### src/rtl/dsi_lp_pkg.sv
// Shared LP line-state definitions for the DSI escape-mode receive and transmit lanes.
package dsi_lp_pkg;

    // Encoding is {Dp, Dn}
    typedef enum logic [1:0] {
        LP00 = 2'b00,
        LP01 = 2'b01,
        LP10 = 2'b10,
        LP11 = 2'b11
    } lp_line_t;

    // Escape entry after leaving LP-11: LP-10, LP-00, LP-01, LP-00
    localparam logic [7:0] ESC_MODE_ENTRY = 8'b10_00_01_00;
    localparam logic [7:0] ENTRY_CMD_LPDT = 8'hE1;

    typedef enum logic [2:0] {
        ST_DISABLED,
        ST_STOP,
        ST_ESC_RQST,
        ST_ESC_BRIDGE,
        ST_ESC_ACK,
        ST_CMD,
        ST_DATA,
        ST_WAIT_STOP
    } esc_state_t;

    function automatic lp_line_t entry_step(input logic [1:0] idx);
        case (idx)
            2'd0:    entry_step = lp_line_t'(ESC_MODE_ENTRY[7:6]);
            2'd1:    entry_step = lp_line_t'(ESC_MODE_ENTRY[5:4]);
            2'd2:    entry_step = lp_line_t'(ESC_MODE_ENTRY[3:2]);
            default: entry_step = lp_line_t'(ESC_MODE_ENTRY[1:0]);
        endcase
    endfunction

endpackage

### src/rtl/dsi_lp_esc_receiver_if.sv
// Receive-side results of the LP escape receiver as seen by the packet layer.
interface dsi_lp_esc_receiver_if;
    logic [7:0] rx_data;
    logic       rx_valid;
    logic [7:0] rx_cmd;
    logic       rx_cmd_valid;
    logic       rx_active;
    logic       err_esc;
    logic       err_sync;

    modport master (
        output rx_data, rx_valid, rx_cmd, rx_cmd_valid, rx_active, err_esc, err_sync
    );

    modport slave (
        input  rx_data, rx_valid, rx_cmd, rx_cmd_valid, rx_active, err_esc, err_sync
    );
endinterface

### src/rtl/dsi_lp_line_filter.sv
// Synchronizes the LP pad pair and accepts a new line state only after it has held steadily.
module dsi_lp_line_filter
    import dsi_lp_pkg::*;
#(
    parameter int SYNC_STAGES   = 2,
    parameter int FILTER_CYCLES = 3
) (
    input  logic     clk_sys,
    input  logic     rst,
    input  logic     lp_p,
    input  logic     lp_n,
    output lp_line_t line_state,
    output logic     line_event
);
    localparam int CW = $clog2(FILTER_CYCLES + 1);

    logic [SYNC_STAGES-1:0][1:0] sync_q;
    lp_line_t                    synced;
    lp_line_t                    cand;
    logic [CW-1:0]               stable_cnt;
    logic [CW-1:0]               next_cnt;

    assign synced   = lp_line_t'(sync_q[SYNC_STAGES-1]);
    assign next_cnt = (synced == cand) ? stable_cnt + CW'(1) : CW'(1);

    // Synchronizer resets to LP-11 so a released reset never looks like an edge
    always_ff @(posedge clk_sys or posedge rst) begin
        if (rst) begin
            sync_q     <= '1;
            cand       <= LP11;
            stable_cnt <= '0;
            line_state <= LP11;
            line_event <= 1'b0;
        end else begin
            sync_q     <= {sync_q[SYNC_STAGES-2:0], lp_p, lp_n};
            cand       <= synced;
            line_event <= 1'b0;
            if (synced == line_state) begin
                stable_cnt <= '0;
            end else if (next_cnt == CW'(FILTER_CYCLES)) begin
                line_state <= synced;
                line_event <= 1'b1;
                stable_cnt <= '0;
            end else begin
                stable_cnt <= next_cnt;
            end
        end
    end
endmodule

### src/rtl/dsi_lp_esc_receiver.sv
// LP escape-mode receiver for one DSI data lane: entry detection, command decode, LPDT byte delivery.
module dsi_lp_esc_receiver
    import dsi_lp_pkg::*;
#(
    parameter int         SYNC_STAGES   = 2,
    parameter int         FILTER_CYCLES = 3,
    parameter logic [7:0] LPDT_CMD      = ENTRY_CMD_LPDT
) (
    input  logic                   clk_sys,
    input  logic                   rst,
    input  logic                   lines_enable,
    input  logic                   LP_p_input,
    input  logic                   LP_n_input,
    dsi_lp_esc_receiver_if.master  rx_if
);
    lp_line_t   line_state;
    logic       line_event;
    esc_state_t state;
    logic [2:0] bit_cnt;
    logic [7:0] shift_q;
    logic [7:0] next_shift;
    logic       mark_pending;
    logic       mark_bit;
    logic       in_payload;

    dsi_lp_line_filter #(
        .SYNC_STAGES   (SYNC_STAGES),
        .FILTER_CYCLES (FILTER_CYCLES)
    ) u_filter (
        .clk_sys    (clk_sys),
        .rst        (rst),
        .lp_p       (LP_p_input),
        .lp_n       (LP_n_input),
        .line_state (line_state),
        .line_event (line_event)
    );

    assign next_shift = {shift_q[6:0], mark_bit};
    assign in_payload = (state == ST_CMD) || (state == ST_DATA);

    // A mark (LP-10/LP-01) only arms a bit; the following LP-00 commits it
    always_ff @(posedge clk_sys or posedge rst) begin
        if (rst) begin
            state              <= ST_DISABLED;
            bit_cnt            <= '0;
            shift_q            <= '0;
            mark_pending       <= 1'b0;
            mark_bit           <= 1'b0;
            rx_if.rx_data      <= '0;
            rx_if.rx_valid     <= 1'b0;
            rx_if.rx_cmd       <= '0;
            rx_if.rx_cmd_valid <= 1'b0;
            rx_if.rx_active    <= 1'b0;
            rx_if.err_esc      <= 1'b0;
            rx_if.err_sync     <= 1'b0;
        end else begin
            rx_if.rx_valid     <= 1'b0;
            rx_if.rx_cmd_valid <= 1'b0;
            rx_if.err_esc      <= 1'b0;
            rx_if.err_sync     <= 1'b0;
            if (!lines_enable) begin
                state           <= ST_DISABLED;
                bit_cnt         <= '0;
                shift_q         <= '0;
                mark_pending    <= 1'b0;
                rx_if.rx_active <= 1'b0;
            end else if (state == ST_DISABLED) begin
                if (line_state == LP11)
                    state <= ST_STOP;
            end else if (line_event) begin
                if (line_state == LP11) begin
                    if (in_payload && bit_cnt != 3'd0)
                        rx_if.err_sync <= 1'b1;
                    state           <= ST_STOP;
                    bit_cnt         <= '0;
                    shift_q         <= '0;
                    mark_pending    <= 1'b0;
                    rx_if.rx_active <= 1'b0;
                end else begin
                    case (state)
                        ST_STOP: begin
                            if (line_state == entry_step(2'd0)) begin
                                state           <= ST_ESC_RQST;
                                rx_if.rx_active <= 1'b1;
                            end
                        end
                        ST_ESC_RQST: begin
                            if (line_state == entry_step(2'd1)) begin
                                state <= ST_ESC_BRIDGE;
                            end else begin
                                rx_if.err_esc <= 1'b1;
                                state         <= ST_WAIT_STOP;
                            end
                        end
                        ST_ESC_BRIDGE: begin
                            if (line_state == entry_step(2'd2)) begin
                                state <= ST_ESC_ACK;
                            end else begin
                                rx_if.err_esc <= 1'b1;
                                state         <= ST_WAIT_STOP;
                            end
                        end
                        ST_ESC_ACK: begin
                            if (line_state == entry_step(2'd3)) begin
                                state        <= ST_CMD;
                                bit_cnt      <= '0;
                                mark_pending <= 1'b0;
                            end else begin
                                rx_if.err_esc <= 1'b1;
                                state         <= ST_WAIT_STOP;
                            end
                        end
                        ST_CMD, ST_DATA: begin
                            if (line_state == LP00) begin
                                if (mark_pending) begin
                                    mark_pending <= 1'b0;
                                    shift_q      <= next_shift;
                                    bit_cnt      <= bit_cnt + 3'd1;
                                    if (bit_cnt == 3'd7) begin
                                        if (state == ST_CMD) begin
                                            rx_if.rx_cmd       <= next_shift;
                                            rx_if.rx_cmd_valid <= 1'b1;
                                            state <= (next_shift == LPDT_CMD) ? ST_DATA : ST_WAIT_STOP;
                                        end else begin
                                            rx_if.rx_data  <= next_shift;
                                            rx_if.rx_valid <= 1'b1;
                                        end
                                    end
                                end
                            end else if (mark_pending) begin
                                rx_if.err_esc <= 1'b1;
                                state         <= ST_WAIT_STOP;
                            end else begin
                                mark_pending <= 1'b1;
                                mark_bit     <= (line_state == LP10);
                            end
                        end
                        default: ;
                    endcase
                end
            end
        end
    end
endmodule

### src/flat_wrapper.sv
// flat-port wrapper written by rule: the top's interface ports become plain ports
module dsi_lp_esc_receiver_flat import dsi_lp_pkg::*;
#(
    parameter int         SYNC_STAGES   = 2,
    parameter int         FILTER_CYCLES = 3,
    parameter logic [7:0] LPDT_CMD      = ENTRY_CMD_LPDT
)
  (clk_sys, rst, lines_enable, LP_p_input, LP_n_input, rx_if_rx_data, rx_if_rx_valid, rx_if_rx_cmd, rx_if_rx_cmd_valid, rx_if_rx_active, rx_if_err_esc, rx_if_err_sync);
  dsi_lp_esc_receiver_if rx_if_i ();
  input  logic clk_sys;
  input  logic rst;
  input  logic lines_enable;
  input  logic LP_p_input;
  input  logic LP_n_input;
  output wire logic [$bits(rx_if_i.rx_data)-1:0] rx_if_rx_data;
  output wire logic [$bits(rx_if_i.rx_valid)-1:0] rx_if_rx_valid;
  output wire logic [$bits(rx_if_i.rx_cmd)-1:0] rx_if_rx_cmd;
  output wire logic [$bits(rx_if_i.rx_cmd_valid)-1:0] rx_if_rx_cmd_valid;
  output wire logic [$bits(rx_if_i.rx_active)-1:0] rx_if_rx_active;
  output wire logic [$bits(rx_if_i.err_esc)-1:0] rx_if_err_esc;
  output wire logic [$bits(rx_if_i.err_sync)-1:0] rx_if_err_sync;
  assign rx_if_rx_data = rx_if_i.rx_data;
  assign rx_if_rx_valid = rx_if_i.rx_valid;
  assign rx_if_rx_cmd = rx_if_i.rx_cmd;
  assign rx_if_rx_cmd_valid = rx_if_i.rx_cmd_valid;
  assign rx_if_rx_active = rx_if_i.rx_active;
  assign rx_if_err_esc = rx_if_i.err_esc;
  assign rx_if_err_sync = rx_if_i.err_sync;
  dsi_lp_esc_receiver #(.SYNC_STAGES(SYNC_STAGES), .FILTER_CYCLES(FILTER_CYCLES), .LPDT_CMD(LPDT_CMD)) u_core (.clk_sys(clk_sys), .rst(rst), .lines_enable(lines_enable), .LP_p_input(LP_p_input), .LP_n_input(LP_n_input), .rx_if(rx_if_i));
endmodule
### config.mk
export PLATFORM = sky130hd
export DESIGN_NAME = dsi_lp_esc_receiver_flat
export DESIGN_NICKNAME = d
export VERILOG_FILES = /design/src/rtl/dsi_lp_pkg.sv /design/src/rtl/dsi_lp_esc_receiver_if.sv /design/src/rtl/dsi_lp_line_filter.sv /design/src/rtl/dsi_lp_esc_receiver.sv /design/src/flat_wrapper.sv
export SDC_FILE = /design/constraint.sdc
export NUM_CORES = 1
export LEC_CHECK = 0
export ABC_AREA = 1
export CORE_MARGIN = 4
export CORE_UTILIZATION = 32
export CTS_CLUSTER_DIAMETER = 100
export DETAILED_ROUTE_END_ITERATION = 6
export GPL_ROUTABILITY_DRIVEN = 0
export SLEW_MARGIN = 30
export SYNTH_ARGS = -nofsm -noshare
export SYNTH_HDL_FRONTEND = slang
export SYNTH_HIERARCHICAL = 1
export SYNTH_SLANG_ARGS = --single-unit
### constraint.sdc
create_clock -name clk_sys -period 3 [get_ports clk_sys]
set_input_delay 0.45 -clock clk_sys [delete_from_list [all_inputs] [get_ports clk_sys]]
set_output_delay 0.45 -clock clk_sys [all_outputs]
set_load 0.005 [all_outputs]
Yosys cells after proc, flatten, opt, wreduce, memory -nomap -nowiden. Index checks and enable logic that the tools add are counted.

Flip-flop bits (word level): 47. Input port bits: 5. Output and inout bits: 21. Logic and storage cells: 153.

Bitwise gates (word level): 6. Add/subtract/negate cells: 2. Multiplexer cells: 80. Equal/unequal tests: 31. Reduce and logical (&&, ||, !) cells: 16.

Operators by type and width (number): 2-to-1 mux 3 bit (19); 2-to-1 mux 7 bit (7); 2-to-1 mux 1 bit (45); != test 3 x 1 -> 1 bit, second input constant (6); AND reduction 9 bit (2); != test 4 x 2 -> 1 bit, second input constant (4); case mux 3 bit (5 select lines) (1); AND reduction 7 bit (2); == test 3 bit, second input constant (4); 2-to-1 mux 2 bit (5); == test 8 bit, second input constant (1); AND reduction 4 bit (2); != test 7 x 1 -> 1 bit, second input constant (1); == test 2 bit, second input constant (3); == test 3 x 2 -> 1 bit, second input constant (2); inverter 1 bit (6); case mux 3 bit (2 select lines) (1); AND reduction 6 bit (1); != test 5 x 3 -> 1 bit, second input constant (1); != test 5 x 4 -> 1 bit, second input constant (1); AND reduction 5 bit (1); == test 2 bit (2); != test 4 x 1 -> 1 bit, second input constant (1); OR reduction 2 bit (2); other kinds (15) (15).

Longest topological paths before layout.
Depth after elaboration: 11. Gate-level depth with buffers: 11.

Modules after synthesis. Netlist, hierarchy kept.

Modules (own cells, without submodules): dsi_lp_esc_receiver (sequential area each 900.9 sq um, cells an instance 231, instances 1, area an instance 1950.6 sq um); dsi_lp_line_filter (sequential area each 285.3 sq um, cells an instance 56, instances 1, area an instance 498.0 sq um).

Least setup slack after synthesis. OpenSTA, ideal clock, no wires.

Kind: register -> register. Start point: register u_core.u_filter.line_state[1]. End point: register u_core.state[2]. Library setup time: 0.118 ns. Data required time: 2.882 ns. Path buffers: 1. Data arrival time: 1.357 ns. Cell stages (with the launch flop): 11. Setup slack: 1.525 ns. Cell sequence: dfstp_2 -> nand2_2 -> nand2_4 -> inv_4 -> buf_6 -> nand3_2 -> nand2_2 -> nor2_4 -> nand2_4 -> nand2_1 -> o21ai_2.

Word-level cells in the longest chain between the ends: 7. Elaborated cells on any way between the ends: 17. Those cells by class: 8 x eq/ne; 7 x mux; 2 x reduce/logical.

RTL lines: from (decl) (RTL line dsi_lp_line_filter.sv:12) `output lp_line_t line_state,`; from (signal assigned) (RTL line dsi_lp_line_filter.sv:41) `line_state <= synced;`; zero test 2 bit (RTL line dsi_lp_esc_receiver.sv:88, dsi_lp_esc_receiver.sv:114); 2-to-1 mux 3 bit, on equally long branches (RTL line dsi_lp_esc_receiver.sv:114, dsi_lp_esc_receiver.sv:88); case mux 3 bit (5 select lines) (RTL line dsi_lp_esc_receiver.sv:80) `case (state)`; 2-to-1 mux 3 bit (RTL line dsi_lp_esc_receiver.sv:71) `if (line_state == LP11) begin`; 2-to-1 mux 3 bit (RTL line dsi_lp_esc_receiver.sv:70) `end else if (line_event) begin`; 2-to-1 mux 3 bit (RTL line dsi_lp_esc_receiver.sv:67) `end else if (state == ST_DISABLED) begin`; 2-to-1 mux 3 bit (RTL line dsi_lp_esc_receiver.sv:61) `if (!lines_enable) begin`; to (signal assigned) (RTL line dsi_lp_esc_receiver.sv:123) `state <= (next_shift == LPDT_CMD) ? ST_DATA : ST_WAIT_STOP;`; to (decl) (RTL line dsi_lp_esc_receiver.sv:18) `esc_state_t state;`.

Parallel ways exist; a longest one is shown, timed or not. The select of a mux whose other input is x is not followed. A chain may end at the register's enable or synchronous reset.

Worst setup path after layout.
Start point: input lines_enable. End point: register u_core.rx_if.rx_data[0].

Word-level cells in the longest chain between the ends: 1.

RTL lines: from (decl) (RTL line flat_wrapper.sv:12) `input logic lines_enable;`; AND reduction 9 bit (no line); to (signal assigned) (RTL line dsi_lp_esc_receiver.sv:125) `rx_if.rx_data <= next_shift;`; to (decl) (RTL line dsi_lp_esc_receiver_if.sv:12) `output rx_data, rx_valid, rx_cmd, rx_cmd_valid, rx_active, err_esc, err_sync`.

No other way between the ends.

==> summary.md <==
| Metric | Value |
|---|---|
| Initial antenna violation count | 0 |
| Critical path class | primary input to register |
| Crit path capture | u_core/rx_if.rx_data[0] |
| Core Region | 7330 µm² |
| Finished Layout Cells | 416 |
| Synth top area cells | dfrtp_1 40%, nand2_1 13%, dfstp_2 8.6%, nand3_1 5.5%, inv_1 4.4% |
| Drt first pass iters | 4 |
| Flop pwr share | 46.4% |
| Slowest CP cell | clkdlybuf4s50_1 |
| Crit-path cells | clkdlybuf4s50_1 > nand2_4 > inv_4 > nand2_2 > nor2_4 > nand2_4 > inv_1 > nand2_1 > nand2_1 |
| Root Driver | clkbuf_8 |
| Maximum VDD drop | 0.000345 V |
| Drt wl/cell | 11.2 µm |
| Switching Share | 38.0% |
| Commonest cells post-synth | 88 x nand2_1, 39 x dfrtp_1, 29 x inv_1 |
| Remaining DRCs | 0 |
| Clk_lat worst skew | 0.29 ns |
| Final WL | 4640 µm |
| Fmax | 0.558 GHz |
| Worst-path fanout max | 15 |
| Comb power frac | 31.1% |
| Die width | 95.5 µm |
| Setup bufs post-CTS | 0 |
| Async set-reset flop share out of synthesis | 100% |
| Clock Skews | 0.00802 ns |
| CTS tree | built |
| Power per cell area | 566 nW/µm² |
| Die area | 9120 µm² |
| Setup TNS | 0 ns |
| Number of synthesized flops with an enable pin | 0 |
| TritonCTS Sinks | 47 |
| # nets final | 324 |
| Post-Syn Nets | 295 |
| Minimum clock period after layout | 1.79 ns |
| Final Core Density | 39.2% |
| Critical path capture point type | register |
| GR Util All Layers | 11.3% |
| Switch Pwr | 0.619 mW |
| Final period util | 59.7% |
| Ant diodes | 0 |
| Final setup fails | 0 |
| First-pass GRT wire length | 8110 µm |
| Chip Height | 95.5 µm |
| Area growth from synthesis to layout | 17.5% |
| FF-to-FF End | u_core/rx_if.rx_cmd[0] |
| Area leader, netlist | dfrtp_1 |
| Maxcap violations | 0 |
| Synthesized area | 2450 µm² |
| Hold_buf cts | 0 |
| Sequential share of the synthesized area | 48.4% |
| Critical Path Start Type | primary input |
| Most instantiated library cell after synthesis | nand2_1 |
| IO Pins | 26 |
| Post_cts resized | 0 |
| Via count | 1,886 |
| Int Pwr | 1.01 mW |
| Met3 usage | 2.45% |
| YS warnings | 6 |
| Setup crit start | lines_enable |
| Most Crowded Layer GR | met2 |
| FF-to-FF setup slack | 1.34 ns |
| Flops & latches, synth | 47 |
| Unrepaired setup endpoints after global routing | no |
| Met2 Use GR | 18.0% |
| CTS buffer count | 5 |
| Post-Synthesis Cells | 287 |
| Largest net degree at the start of global routing | 37 |
| GR Layer Usage met1 | 15.3% |
| Hold WC Path Type | register to register |
| CP max stage delay | 0.68 ns |
| Total gr overflow | 0 |
| Initial core utilization | 33.4% |
| Syn Area/Cell | 8.53 µm² |
| Synth unique cells | 28 |
| Final hold vios | 0 |
| RR Startpoint | u_core/u_filter/line_state[1] |
| Clk buf depth | 2 |
| Initial DRC Count | 64 |
| Htree depth | 2 |
| Placed cells | 408 |
| Row count | 31 |
| Worst-margin pin slew | 0.446 ns |
| Pleak | 1.38 nW |
| DPL Wire Length | 3550 µm |
| Port Buf Inserts | 25 |
| Top FF cell, synth | dfrtp_1 |
| Clock-pin slew on the worst setup and hold paths | 0.09 ns |
| Critical Path AT | 2.02 ns |
| Vias in the first global route | 1,746 |
| Yosys top cell area share | 39.9% |
| Clk pwr share | 22.6% |
| Reg2Reg Depth | 9 |
| Fin. max-slew vios | 0 |
| Post-DRT Antenna Nets | 0 |
| Outcome | finished, final reports clean |
| Slew HR | 70.3% |
| Worst EP required | 3.23 ns |
| DR vias/cell | 4.53 |
| Ratio of cells with drive above 1 in the final layout | 20.2% |
[critical path: cells and delay by family]
family        cells  cell delay [ns]
buf+inv           3             0.98
simple gates      6             0.60
[metrics by stage]
stage / hold slack (ns) / power [mW] / area, µm² / setup WS, ns
final: 0.361 / 1.63 / 2880 / 1.21
after global routing: 0.368 / 1.75 / 2880 / 1.09
after CTS: 0.362 / 1.65 / 2880 / 1.22
after detailed placement: 0.348 / 1.28 / 2790 / 0.913
after global placement: 0.345 / 1.27 / 2790 / 0.962
after floorplan: 0.297 / 1.19 / 2450 / 1.53
[placed cells by master (no fill, tap or decap), drive strengths merged, types with 3 or more instances in the layout]
cell,n
nand3,31
inv,38
clkdlybuf4s50,25
nor2,24
dfrtp,39
nand4,8
nand2,104
clkbuf,6
dfstp,8
nor3,4
ha,3
o21ai,20
[how the worst min path moves through the flow]
stage | cells past startpoint | start | end
floorplan | 1 | rst | u_core/u_filter/line_event
global placement | 0 | u_core/u_filter/sync_q[1] | u_core/u_filter/synced[1]
detailed placement | 0 | u_core/u_filter/sync_q[1] | u_core/u_filter/synced[1]
CTS | 0 | u_core/u_filter/sync_q[1] | u_core/u_filter/synced[1]
global route | 0 | u_core/u_filter/sync_q[0] | u_core/u_filter/synced[0]
finish | 0 | u_core/u_filter/sync_q[1] | u_core/u_filter/synced[1]
[final cells by class]
type | count | area, µm²
well taps | 99 | 124
clock buffers | 6 | 72.6
flip-flops and latches | 47 | 1190
fillers | 741 | 4450
multi-input cells | 198 | 1080
clock inverters | 2 | 12.5
repair buffers | 26 | 258
inverters | 38 | 145
[metal layers]
metal	part of all wire, %	vias up
li1	-	970
met1	47	856
met2	45	56
met3	6.0	4
met4	1.1	0
met5	0	-
[registers in the layout, indices dropped and copies added, names as in the netlist]
register                    flops
u_core/mark_bit                 1
u_core/state                    3
u_core/u_filter/synced          2
u_core/rx_if.err_sync           1
u_core/u_filter/line_event      1
u_core/shift_q                  7
u_core/bit_cnt                  3
u_core/u_filter/line_state      2
u_core/u_filter/stable_cnt      2
u_core/rx_if.rx_active          1
u_core/mark_pending             1
u_core/rx_if.rx_cmd_valid       1
u_core/rx_if.rx_valid           1
u_core/rx_if.rx_data            8
u_core/u_filter/sync_q          2
u_core/u_filter/cand            2
u_core/rx_if.rx_cmd             8
u_core/rx_if.err_esc            1
[power groups by stage]
stage	combinational, mW	clock [mW]	sequential, mW
5_1_grt	0.575	0.412	0.766
6_report	0.506	0.367	0.756
3_5_place_dp	0.509	0	0.768
3_3_place_gp	0.507	0	0.765
2_1_floorplan	0.435	0	0.753
4_1_cts	0.511	0.387	0.756
[logic make-up (layout without fill, tap and decap cells)]
logic type	count (synthesis)	after routing	synth area share (%)
AO/OA/AOI/OAI	23	23	6.80
buffers and inverters	42	72	7.51
AND/OR/NAND/NOR	171	171	35.4
adder cells (fa/ha/maj)	3	3	1.53
flip-flops	47	47	48.4
XOR/XNOR	1	1	0.358
No activity file was read; power rests on OpenSTA's default activity.
